===== src/rtl/moonbase_mem_pkg.sv =====
// Shared definitions for the moonbase SRAM pin bus: sequencer states, pin bit
// positions and the helpers that build the byte driven on mem_out.
package moonbase_mem_pkg;

    typedef enum logic [2:0] {
        ST_IDLE,
        ST_ADDR,
        ST_RD_H,
        ST_RD_L,
        ST_WR_SKIP,
        ST_WR_L,
        ST_WR_H
    } state_t;

    localparam int STB_BIT  = 7;
    localparam int WE_N_BIT = 5;
    localparam int DS_N_BIT = 4;

    localparam logic [7:0] MEM_IDLE_DATA = 8'h30;
    localparam logic [7:0] MEM_RST       = 8'h80;

    // Address strobe byte; also realigns the external nibble phase to "high".
    function automatic logic [7:0] mem_strobe(input logic [6:0] addr);
        logic [7:0] b;
        b          = {1'b0, addr};
        b[STB_BIT] = 1'b1;
        return b;
    endfunction

    // Write-data phase byte: we_n and ds_n both low, nibble on the low bits.
    function automatic logic [7:0] mem_wr_nib(input logic [3:0] nib);
        logic [7:0] b;
        b           = MEM_IDLE_DATA;
        b[WE_N_BIT] = 1'b0;
        b[DS_N_BIT] = 1'b0;
        b[3:0]      = nib;
        return b;
    endfunction

endpackage


===== src/rtl/moonbase_rr_arb2.sv =====
// Two-way arbiter: round-robin (or r0-priority) over unmasked requests, with the
// last winner remembered only when the grant is actually taken.
module moonbase_rr_arb2
    import moonbase_mem_pkg::*;
#(
    parameter bit FIXED_PRIO = 1'b0
) (
    input  logic       clk,
    input  logic       rst,
    input  logic [1:0] req,
    input  logic [1:0] mask,
    input  logic       take,
    output logic       valid,
    output logic       grant
);

    logic       last_grant;
    logic [1:0] elig;

    // NOTE: every always_comb output gets a default first so no path infers a latch.
    always_comb begin
        elig  = req & ~mask;
        valid = |elig;
        grant = 1'b0;
        if (elig == 2'b11) begin
            grant = FIXED_PRIO ? 1'b0 : ~last_grant;
        end else begin
            grant = elig[1];
        end
    end

    // Reset value 1 lets r0 win the first tie.
    always_ff @(posedge clk) begin
        if (!rst) begin
            last_grant <= 1'b1;
        end else if (take && valid) begin
            last_grant <= grant;
        end
    end

endmodule


===== src/rtl/moonbase_sram_arbiter.sv =====
// Arbitrates two word requesters onto the nibble-multiplexed SRAM pin bus and
// sequences strobe, read-nibble and write-nibble phases with registered outputs.
module moonbase_sram_arbiter
    import moonbase_mem_pkg::*;
#(
    parameter int ADDR_W     = 7,
    parameter bit FIXED_PRIO = 1'b0
) (
    input  logic              clk,
    input  logic              rst,
    input  logic              r0_req,
    input  logic              r0_we,
    input  logic [ADDR_W-1:0] r0_addr,
    input  logic [7:0]        r0_wdata,
    output logic              r0_ack,
    output logic [7:0]        r0_rdata,
    input  logic              r1_req,
    input  logic              r1_we,
    input  logic [ADDR_W-1:0] r1_addr,
    input  logic [7:0]        r1_wdata,
    output logic              r1_ack,
    output logic [7:0]        r1_rdata,
    output logic [7:0]        mem_out,
    input  logic [3:0]        mem_nib_in,
    output logic              busy,
    output logic              grant_id
);

    state_t            state;
    logic [ADDR_W-1:0] addr_q;
    logic              we_q;
    logic [7:0]        wdata_q;
    logic [3:0]        rd_hi_q;

    logic              arb_valid;
    logic              arb_grant;
    logic [ADDR_W-1:0] sel_addr;

    assign sel_addr = arb_grant ? r1_addr : r0_addr;

    // A requester in its own ack cycle is masked: its held req means a new transaction.
    moonbase_rr_arb2 #(
        .FIXED_PRIO(FIXED_PRIO)
    ) u_arb (
        .clk  (clk),
        .rst  (rst),
        .req  ({r1_req, r0_req}),
        .mask ({r1_ack, r0_ack}),
        .take (state == ST_IDLE),
        .valid(arb_valid),
        .grant(arb_grant)
    );

    // NOTE: sequential state uses non-blocking assignments so every register sees pre-edge values.
    always_ff @(posedge clk) begin
        if (!rst) begin
            state    <= ST_IDLE;
            mem_out  <= MEM_RST;
            busy     <= 1'b0;
            r0_ack   <= 1'b0;
            r1_ack   <= 1'b0;
            r0_rdata <= 8'h00;
            r1_rdata <= 8'h00;
            grant_id <= 1'b0;
            addr_q   <= '0;
            we_q     <= 1'b0;
            wdata_q  <= 8'h00;
            rd_hi_q  <= 4'h0;
        end else begin
            r0_ack <= 1'b0;
            r1_ack <= 1'b0;
            case (state)
                ST_IDLE: begin
                    if (arb_valid) begin
                        grant_id <= arb_grant;
                        addr_q   <= sel_addr;
                        we_q     <= arb_grant ? r1_we : r0_we;
                        wdata_q  <= arb_grant ? r1_wdata : r0_wdata;
                        mem_out  <= mem_strobe(7'(sel_addr));
                        busy     <= 1'b1;
                        state    <= ST_ADDR;
                    end else begin
                        mem_out <= mem_strobe(7'(addr_q));
                    end
                end
                ST_ADDR: begin
                    mem_out <= MEM_IDLE_DATA;
                    state   <= we_q ? ST_WR_SKIP : ST_RD_H;
                end
                ST_RD_H: begin
                    rd_hi_q <= mem_nib_in;
                    mem_out <= MEM_IDLE_DATA;
                    state   <= ST_RD_L;
                end
                ST_RD_L: begin
                    if (grant_id) begin
                        r1_ack   <= 1'b1;
                        r1_rdata <= {rd_hi_q, mem_nib_in};
                    end else begin
                        r0_ack   <= 1'b1;
                        r0_rdata <= {rd_hi_q, mem_nib_in};
                    end
                    mem_out <= mem_strobe(7'(addr_q));
                    busy    <= 1'b0;
                    state   <= ST_IDLE;
                end
                // High phase with we_n high: burns the phase without committing.
                ST_WR_SKIP: begin
                    mem_out <= mem_wr_nib(wdata_q[3:0]);
                    state   <= ST_WR_L;
                end
                ST_WR_L: begin
                    mem_out <= mem_wr_nib(wdata_q[7:4]);
                    state   <= ST_WR_H;
                end
                ST_WR_H: begin
                    if (grant_id) begin
                        r1_ack <= 1'b1;
                    end else begin
                        r0_ack <= 1'b1;
                    end
                    mem_out <= mem_strobe(7'(addr_q));
                    busy    <= 1'b0;
                    state   <= ST_IDLE;
                end
                default: begin
                    mem_out <= mem_strobe(7'(addr_q));
                    busy    <= 1'b0;
                    state   <= ST_IDLE;
                end
            endcase
        end
    end

endmodule


===== config.mk =====
export PLATFORM = sky130hd
export DESIGN_NAME = moonbase_sram_arbiter
export DESIGN_NICKNAME = d
export VERILOG_FILES = /design/src/rtl/moonbase_mem_pkg.sv /design/src/rtl/moonbase_rr_arb2.sv /design/src/rtl/moonbase_sram_arbiter.sv
export SDC_FILE = /design/constraint.sdc
export NUM_CORES = 1
export LEC_CHECK = 0
export BUFFER_PORTS_ARGS = -buffer_cell sky130_fd_sc_hd__buf_4
export CAP_MARGIN = 20
export CORE_MARGIN = 4
export CORE_UTILIZATION = 50
export DETAILED_ROUTE_END_ITERATION = 10
export HOLD_SLACK_MARGIN = 0.15
export MAX_ROUTING_LAYER = met4
export PLACE_DENSITY = 0.79
export SLEW_MARGIN = 20
export SYNTH_ARGS = -nofsm -noshare
export SYNTH_HDL_FRONTEND = slang
export SYNTH_HIERARCHICAL = 1
export SYNTH_SLANG_ARGS = --single-unit

===== constraint.sdc =====
create_clock -name clk -period 2.2 [get_ports clk]
set_input_delay 0.55 -clock clk [delete_from_list [all_inputs] [get_ports clk]]
set_output_delay 0.55 -clock clk [all_outputs]
set_load 0.05 [all_outputs]

# Word level (Yosys, flattened, before mapping)
# Cells that the tools add are included.
# op_classes
n_reduce_logical	11
eq_ne	8
muxes	13
bitwise_logic	5
# op_table
cell	count
8-bit case mux with 4 select lines	1
3-bit case mux with 5 select lines	1
7-bit 2-to-1 mux	2
2-bit AND reduction	5
3-bit equality test (second input constant)	3
8-bit 2-to-1 mux	1
3-bit by 2-bit equality test with 1-bit output (second input constant)	2
3-bit 2-to-1 mux	2
2-bit OR reduction	3
1-bit 2-to-1 mux	5
4-bit OR reduction	1
3-bit by 1-bit equality test with 1-bit output (second input constant)	1
3-bit zero test	1
1-bit NOT	3
2-bit bitwise AND	1
2-bit equality test (second input constant)	1
2-bit inequality test (second input constant)	1
2-bit NOT	1
1-bit case mux with 2 select lines	1
1-bit logical AND	1
# totals
ff_bits	52
out_inout_bits	28
in_bits	40

# Depth between registers and ports, before layout
# Gate-level depths: netlist of run 1.
# depth
depth_word	7
depth_mapped	6
mapped_depth_nobuf	5

# Hierarchy
# Netlist of run 1, hierarchy kept.
# by_module_without_submodules
mod	seq_area_each_um2	n_inst	cells_each	area_each_um2
moonbase_sram_arbiter	1021.0	1	225	2142.1
moonbase_rr_arb2	20.0	1	10	80.1

# Worst setup path before layout of run 1
# Ideal clock, no wire load.
# synth_timing
kind	in2reg
startpoint	input port r0_req
endpoint	register mem_out[0]
setup_ps	58
slack_ps	270
cell_stages	6
required_ps	2142
arrival_ps	1872
n_path_buf	1
path_cell_list	inv_1 -> o21ai_0 -> or4b_1 -> buf_2 -> o22ai_1 -> o21a_1
# synth_lines
item	line	rtl
start, declared	moonbase_sram_arbiter.sv:11	input logic r0_req,
2-bit bitwise AND	moonbase_rr_arb2.sv:22	elig = req & ~mask;
2-bit OR reduction	moonbase_rr_arb2.sv:23	valid = |elig;
via arb_valid	moonbase_sram_arbiter.sv:35	logic arb_valid;
7-bit 2-to-1 mux	moonbase_sram_arbiter.sv:74	if (arb_valid) begin
8-bit case mux with 4 select lines	moonbase_sram_arbiter.sv:72	case (state)
end signal, assigned	moonbase_sram_arbiter.sv:79	mem_out <= mem_strobe(7'(sel_addr));
end signal, assigned	moonbase_sram_arbiter.sv:83	mem_out <= mem_strobe(7'(addr_q));
end signal, assigned	moonbase_sram_arbiter.sv:103	mem_out <= mem_strobe(7'(addr_q));
end, declared	moonbase_sram_arbiter.sv:23	output logic [7:0] mem_out,
# The timed path passes the listed nets, and every way through them passes these cells.
# A chain may end at the register's enable or synchronous reset.

# Worst setup path in the final report of run 1
# layout_timing
startpoint	input port r0_req
endpoint	register mem_out[1]
# The elaborated chain is that of the path after synthesis.

==> impl_metrics.env, run 1 <==
export IMPL_status="completed"
export IMPL_async_flop_share=0
export IMPL_yosysUniqueCellTypes=39
export IMPL_ant_nets=0
export IMPL_wl_per_cell_um=13.5
export IMPL_p_int_w=0.00152
export IMPL_core_sq_um=4140
export IMPL_synth_compound_area_frac=0.167
export IMPL_place_gp_congestion=0.795
export IMPL_dp_hpwl_mm=3.53
export IMPL_synth_cells=235
export IMPL_crit_path_start_kind="primary input"
export IMPL_ys_warn_count=6
export IMPL_insertion_delay_ns=0.29
export IMPL_hp_class="reg2reg"
export IMPL_power_density_nw_per_um2=748
export IMPL_regArea_sq_um=1040
export IMPL_die_h_um=74.7
export IMPL_worstSetupPathType="in2reg"
export IMPL_p_leak_nw=1.22
export IMPL_min_period_over_period=0.846
export IMPL_drv_cap=0
export IMPL_grt_max_degree=24
export IMPL_final_cell_mix="buf_4, dfxtp_1, nor2_1"
export IMPL_maxSlewHeadroom=0.589
export IMPL_postCtsSetupRepairBufs=0
export IMPL_synth_top_family_by_area="compound AO/OA/AOI/OAI gates"
export IMPL_synthSimpleGateAreaFrac=0.161
export IMPL_cts_resized=0
export IMPL_grt_pass1_vias=1746
export IMPL_setup_viol=0
export IMPL_syn_area_sq_um=2220
export IMPL_ys_flop_type="dfxtp_1"
export IMPL_antenna_found_initial=0
export IMPL_firstDrtPassIters=4
export IMPL_drv_slew=0
export IMPL_wirelength_mm=4.72
export IMPL_synth_seq_area_share=0.468
export IMPL_fin_skew_ns=0.00588
export IMPL_ios=68
export IMPL_synthAdderAreaFrac=0
export IMPL_crit_fanout=7
export IMPL_sequentialPowerShare=0.504
export IMPL_p_sw_w=0.000644
export IMPL_post_route_drc_count=0
export IMPL_rows=23
export IMPL_start_util=0.536
export IMPL_clk_pin_slew_ns=0.09
export IMPL_drive_above_1_share=0.299
export IMPL_rsz0062_at_grt="no"
export IMPL_area_delta_synth_final_pct=30.2
export IMPL_worst_pin_slew_ns=0.616
export IMPL_hold_path_depth=2
export IMPL_h_tree_depth=2
export IMPL_reg2regPathDepth=6
export IMPL_endpoint_kind="register"
export IMPL_cts_root_buf="clkbuf_8"
export IMPL_diodes=0
export IMPL_clockPowerShare=0.252
export IMPL_fin_nets=340
export IMPL_design_die_area_sq_um=5570
export IMPL_switching_share=0.298
export IMPL_synth_nets=275
export IMPL_cp_data_arrival_time_ns=2.11
export IMPL_synth_xor_area_share=0.00788
export IMPL_hold_violations=0
export IMPL_grt_ovfl_total=0
export IMPL_grt_usage=0.183
export IMPL_final_common_cell="buf_4"
export IMPL_clock_sinks=52
export IMPL_clock_path_buffers=2
export IMPL_cts_tree="built"
export IMPL_synth_edf_count=0
export IMPL_vias=1842
export IMPL_ir_drop_mv=0.387
export IMPL_holdWs_ns=0.457
export IMPL_dr_first_iter_drc_count=140
export IMPL_tns_ns=0
export IMPL_nFillCells=355
export IMPL_die_w_um=74.7
export IMPL_ys_seq_elements=52
export IMPL_power_frac_comb=0.244
export IMPL_avgSynthCellArea_sq_um=9.46
export IMPL_min_period_ns=1.86
export IMPL_hold_buffers=0
export IMPL_max_freq_mhz=537
export IMPL_muxShareOfSynthArea=0.144
export IMPL_vias_per_cell=5.25
export IMPL_crit_required_ns=2.45
export IMPL_grt_pass1_wl_mm=7.77
export IMPL_cts_inserted_buffers=5
export IMPL_numPortBuffers=67
export IMPL_multi_input_area_sq_um=1080
## kinds of logic after synthesis
| logic type | count (synthesis) |
|---|---|
| buf+inv | 24 |
| mux | 32 |
| xor+xnor | 2 |
| simple gates | 72 |
| flops | 52 |
| compound gates | 53 |
## state kept, by name, indices dropped and copies added, names as in the netlist
register / flops
r1_rdata: 8
r1_ack: 1
r0_rdata: 8
addr_q: 7
mem_out: 8
grant_id: 1
wdata_q: 8
we_q: 1
u_arb/last_grant: 1
busy: 1
state: 3
r0_ack: 1
rd_hi_q: 4
## power by group through the flow
stage	Sequential [W]	Clock (W)	Combinational [W]
global placement	0.00111	0	0.000525
finish	0.00109	0.000545	0.000528
detailed placement	0.00111	0	0.000531
global route	0.00110	0.000600	0.000575
floorplan	0.00117	0	0.000294
CTS	0.00109	0.000565	0.000532
## cell usage after synthesis, types with 2 or more instances
library cell	instances	area (sq um)
a21boi_0	4	30.0
nor3_1	2	10.0
a2111oi_0	2	17.5
buf_4	2	15.0
o21ai_0	2	10.0
buf_2	8	40.0
nor2_1	34	128
nand2_1	19	71.3
dfxtp_1	52	1040
nand2b_1	3	18.8
o21a_1	7	52.6
a211oi_1	16	120
mux2i_1	32	320
inv_1	6	22.5
o21bai_1	2	15.0
a31oi_1	2	12.5
o2bb2ai_1	2	17.5
a21oi_1	11	55.1
clkbuf_1	6	22.5
o22ai_1	4	25.0
## through the flow
| step | util | instances | setup WS [ns] | area (sq um) | power (W) |
|---|---|---|---|---|---|
| 6_report | 0.698 | 351 | 0.339 | 2890 | 0.00216 |
| 5_1_grt | 0.698 | 351 | 0.224 | 2890 | 0.00228 |
| 4_1_cts | 0.698 | 351 | 0.351 | 2890 | 0.00219 |
| 3_5_place_dp | 0.676 | 343 | 0.0490 | 2800 | 0.00164 |
| 3_3_place_gp | 0.676 | 343 | 0.164 | 2800 | 0.00163 |
| 2_1_floorplan | - | 235 | 0.270 | 2220 | 0.00147 |
## layer usage
layer,vias to the layer above,track usage,wire length (um)
li1,955,-,-
met1,848,0.226,2110
met2,37,0.307,2360
met3,2,0.0374,223
met4,0,0.0474,27
met5,-,-,0
## path summary, 6_finish.rpt
check,start,to,slack (ns)
min,r1_rdata[3],r1_rdata[3],0.46
min reg2reg,r1_rdata[3],r1_rdata[3],0.46
max reg2reg,r1_ack,mem_out[1],0.37
max,r0_req,mem_out[1],0.34
## layout make-up
cell class	instances	share of cell area
multi-input cells	159	0.373
clock buffers	6	0.0285
flip-flops and latches	52	0.360
repair buffers	76	0.206
well taps	50	0.0216
clock inverters	2	0.00346
inverters	6	0.00779
## critical path, cell delays in order
cell     delay, ns
buf_4         0.09
inv_1         0.03
o21ai_0       0.40
or4b_1        0.65
o22ai_1       0.26
o21a_1        0.13
Power figures use the tool's default switching activity.
==> inputs of run 2 (changes only) <==
--- a/config.mk
+++ b/config.mk
@@ -8,11 +8,11 @@
 export BUFFER_PORTS_ARGS = -buffer_cell sky130_fd_sc_hd__buf_4
 export CAP_MARGIN = 20
 export CORE_MARGIN = 4
-export CORE_UTILIZATION = 50
+export CORE_UTILIZATION = 46
 export DETAILED_ROUTE_END_ITERATION = 10
 export HOLD_SLACK_MARGIN = 0.15
 export MAX_ROUTING_LAYER = met4
-export PLACE_DENSITY = 0.79
+export PLACE_DENSITY = 0.77
 export SLEW_MARGIN = 20
 export SYNTH_ARGS = -nofsm -noshare
 export SYNTH_HDL_FRONTEND = slang
==> constraint.sdc (replaced) <==
create_clock -name clk -period 1.6 [get_ports clk]
set_input_delay 0.4 -clock clk [delete_from_list [all_inputs] [get_ports clk]]
set_output_delay 0.4 -clock clk [all_outputs]
set_load 0.05 [all_outputs]
==> run 2 against run 1 <==
The flow now finishes with violations (setup timing). Critical path depth unchanged. Routed wire length increased by 10%. Flip-flop and latch count unchanged. Sequential share of layout area decreased by 2.4 points. Via count increased by 5.4%. Total power increased by 43%. Register-to-register slack got worse by 0.42 ns. Clock power increased by 38%. Sequential power increased by 36%. Die area increased by 7.8%. Critical endpoint unchanged.
==> impl_metrics.env, run 2 (synthesis results as in run 1) <==
export IMPL_drv_slew=0
export IMPL_endpoint_kind="register"
export IMPL_wirelength_mm=5.21
export IMPL_power_density_nw_per_um2=996
export IMPL_final_common_cell="buf_4"
export IMPL_post_route_drc_count=0
export IMPL_rows=25
export IMPL_ir_drop_mv=0.559
export IMPL_grt_pass1_vias=1790
export IMPL_design_die_area_sq_um=6010
export IMPL_grt_ovfl_total=0
export IMPL_post_place_ws_ns=-0.224
export IMPL_area_delta_synth_final_pct=40.2
export IMPL_dp_cells=363
export IMPL_crit_path_top_delay_cell="or4_4"
export IMPL_min_period_ns=1.65
export IMPL_rsz0062_at_grt="yes"
export IMPL_cp_data_arrival_time_ns=1.90
export IMPL_min_period_over_period=1.03
export IMPL_worst_pin_slew_ns=0.486
export IMPL_fin_cells=375
export IMPL_setup_slack_ns=-0.0538
export IMPL_reg2regPathDepth=6
export IMPL_wl_per_cell_um=13.9
export IMPL_r2r_end="mem_out[1]"
export IMPL_numPortBuffers=67
export IMPL_vias_per_cell=5.18
export IMPL_p_leak_nw=1.32
export IMPL_crit_required_ns=1.85
export IMPL_min_delay_start="rst"
export IMPL_grt_max_degree=17
export IMPL_nFillCells=402
export IMPL_dp_hpwl_mm=3.81
export IMPL_violations="setup timing"
export IMPL_cts_tree="built"
export IMPL_cts_root_buf="clkbuf_8"
export IMPL_cp_cell_sequence="nand2b_4, o21ai_4, buf_4, or4_4, a21boi_0, o21a_1"
export IMPL_place_gp_congestion=0.780
export IMPL_drv_cap=0
export IMPL_start_util=0.474
export IMPL_insertion_delay_ns=0.30
export IMPL_clk_pin_slew_ns=0.09
export IMPL_die_h_um=77.5
export IMPL_hold_path_depth=2
export IMPL_max_freq_mhz=605
export IMPL_final_cell_mix="buf_4, dfxtp_1, nor2_1"
export IMPL_cts_inserted_buffers=5
export IMPL_r2r_slack_ns=-0.05
export IMPL_grt_usage=0.174
export IMPL_hp_class="in2reg"
export IMPL_fin_nets=360
export IMPL_status="finished, violations left"
export IMPL_drive_above_1_share=0.393
export IMPL_crit_buf_inv=1
export IMPL_cpPeakStageDelay_ns=0.46
export IMPL_h_tree_depth=2
export IMPL_worstSetupPathType="reg2reg"
export IMPL_vias=1941
export IMPL_fin_skew_ns=0.00227
export IMPL_finalPower_w=0.00310
export IMPL_setup_viol=1
export IMPL_dr_first_iter_drc_count=93
export IMPL_ant_nets=0
export IMPL_die_w_um=77.5
export IMPL_r2r_start="r1_ack"
export IMPL_core_sq_um=4690
export IMPL_maxSlewHeadroom=0.675
export IMPL_diodes=0
export IMPL_firstDrtPassIters=4
export IMPL_clock_path_buffers=2
export IMPL_antenna_found_initial=0
export IMPL_holdPathEnd="u_arb/last_grant"
export IMPL_grt_pass1_wl_mm=8.27
export IMPL_clock_sinks=52
export IMPL_ios=68
export IMPL_crit_path_start_kind="register"
export IMPL_crit_fanout=6
export IMPL_critical_path_top_delay_family="simple AND/OR/NAND/NOR gates"
export IMPL_hold_violations=0
run 2: timing repair:
action | in CTS | in global routing
pin swaps | 0 | 0
endpoints found under the setup margin | 5 | 18
gates cloned | 0 | 2
setup buffers | 0 | 2
hold buffers | 0 | 0
gates resized for setup | 4 | 16
run 2: where the power goes:
group | internal (W) | leakage [nW] | switching [W] | total [W]
Combinational | 0.000410 | 0.843 | 0.000456 | 0.000866
Clock | 0.000346 | 0.0510 | 0.000406 | 0.000752
Sequential | 0.00141 | 0.427 | 0.0000762 | 0.00148
run 2: metrics by stage:
step | hold slack (ns) | utilization | area, sq um | TNS (ns)
after floorplan | 0.444 | - | 2240 | 0
after global placement | 0.445 | 0.622 | 2920 | -1.41
after detailed placement | 0.452 | 0.622 | 2920 | -2.26
after CTS | 0.342 | 0.645 | 3030 | 0
after global routing | 0.351 | 0.664 | 3120 | -0.115
final | 0.352 | 0.664 | 3120 | -0.0538
run 2: worst max-delay path by stage:
| stage | from | endpoint | slack (ns) | depth (start not counted) |
|---|---|---|---|---|
| CTS | r1_ack | mem_out[3] | 0.002 | 6 |
| global placement | r0_req | mem_out[0] | -0.15 | 6 |
| global route | r1_ack | mem_out[1] | -0.11 | 6 |
| detailed placement | r0_req | mem_out[2] | -0.22 | 6 |
| floorplan | r1_ack | mem_out[0] | 0.01 | 6 |
| finish | r1_ack | mem_out[1] | -0.05 | 6 |
run 2: layer usage:
layer / share of wire / up-vias / GRT usage
li1: - / 992 / -
met1: 0.45 / 894 / 0.220
met2: 0.48 / 50 / 0.276
met3: 0.059 / 5 / 0.0441
met4: 0.0092 / 0 / 0.0480
met5: 0 / - / -
run 2: final cells by class:
| class | instances | area [sq um] | share of cell area |
|---|---|---|---|
| flip-flops and latches | 52 | 1050 | 0.336 |
| well taps | 54 | 67.6 | 0.0217 |
| clock inverters | 2 | 10.0 | 0.00321 |
| inverters | 6 | 22.5 | 0.00723 |
| clock buffers | 6 | 82.6 | 0.0265 |
| multi-input cells | 159 | 1160 | 0.372 |
| repair buffers | 96 | 727 | 0.233 |
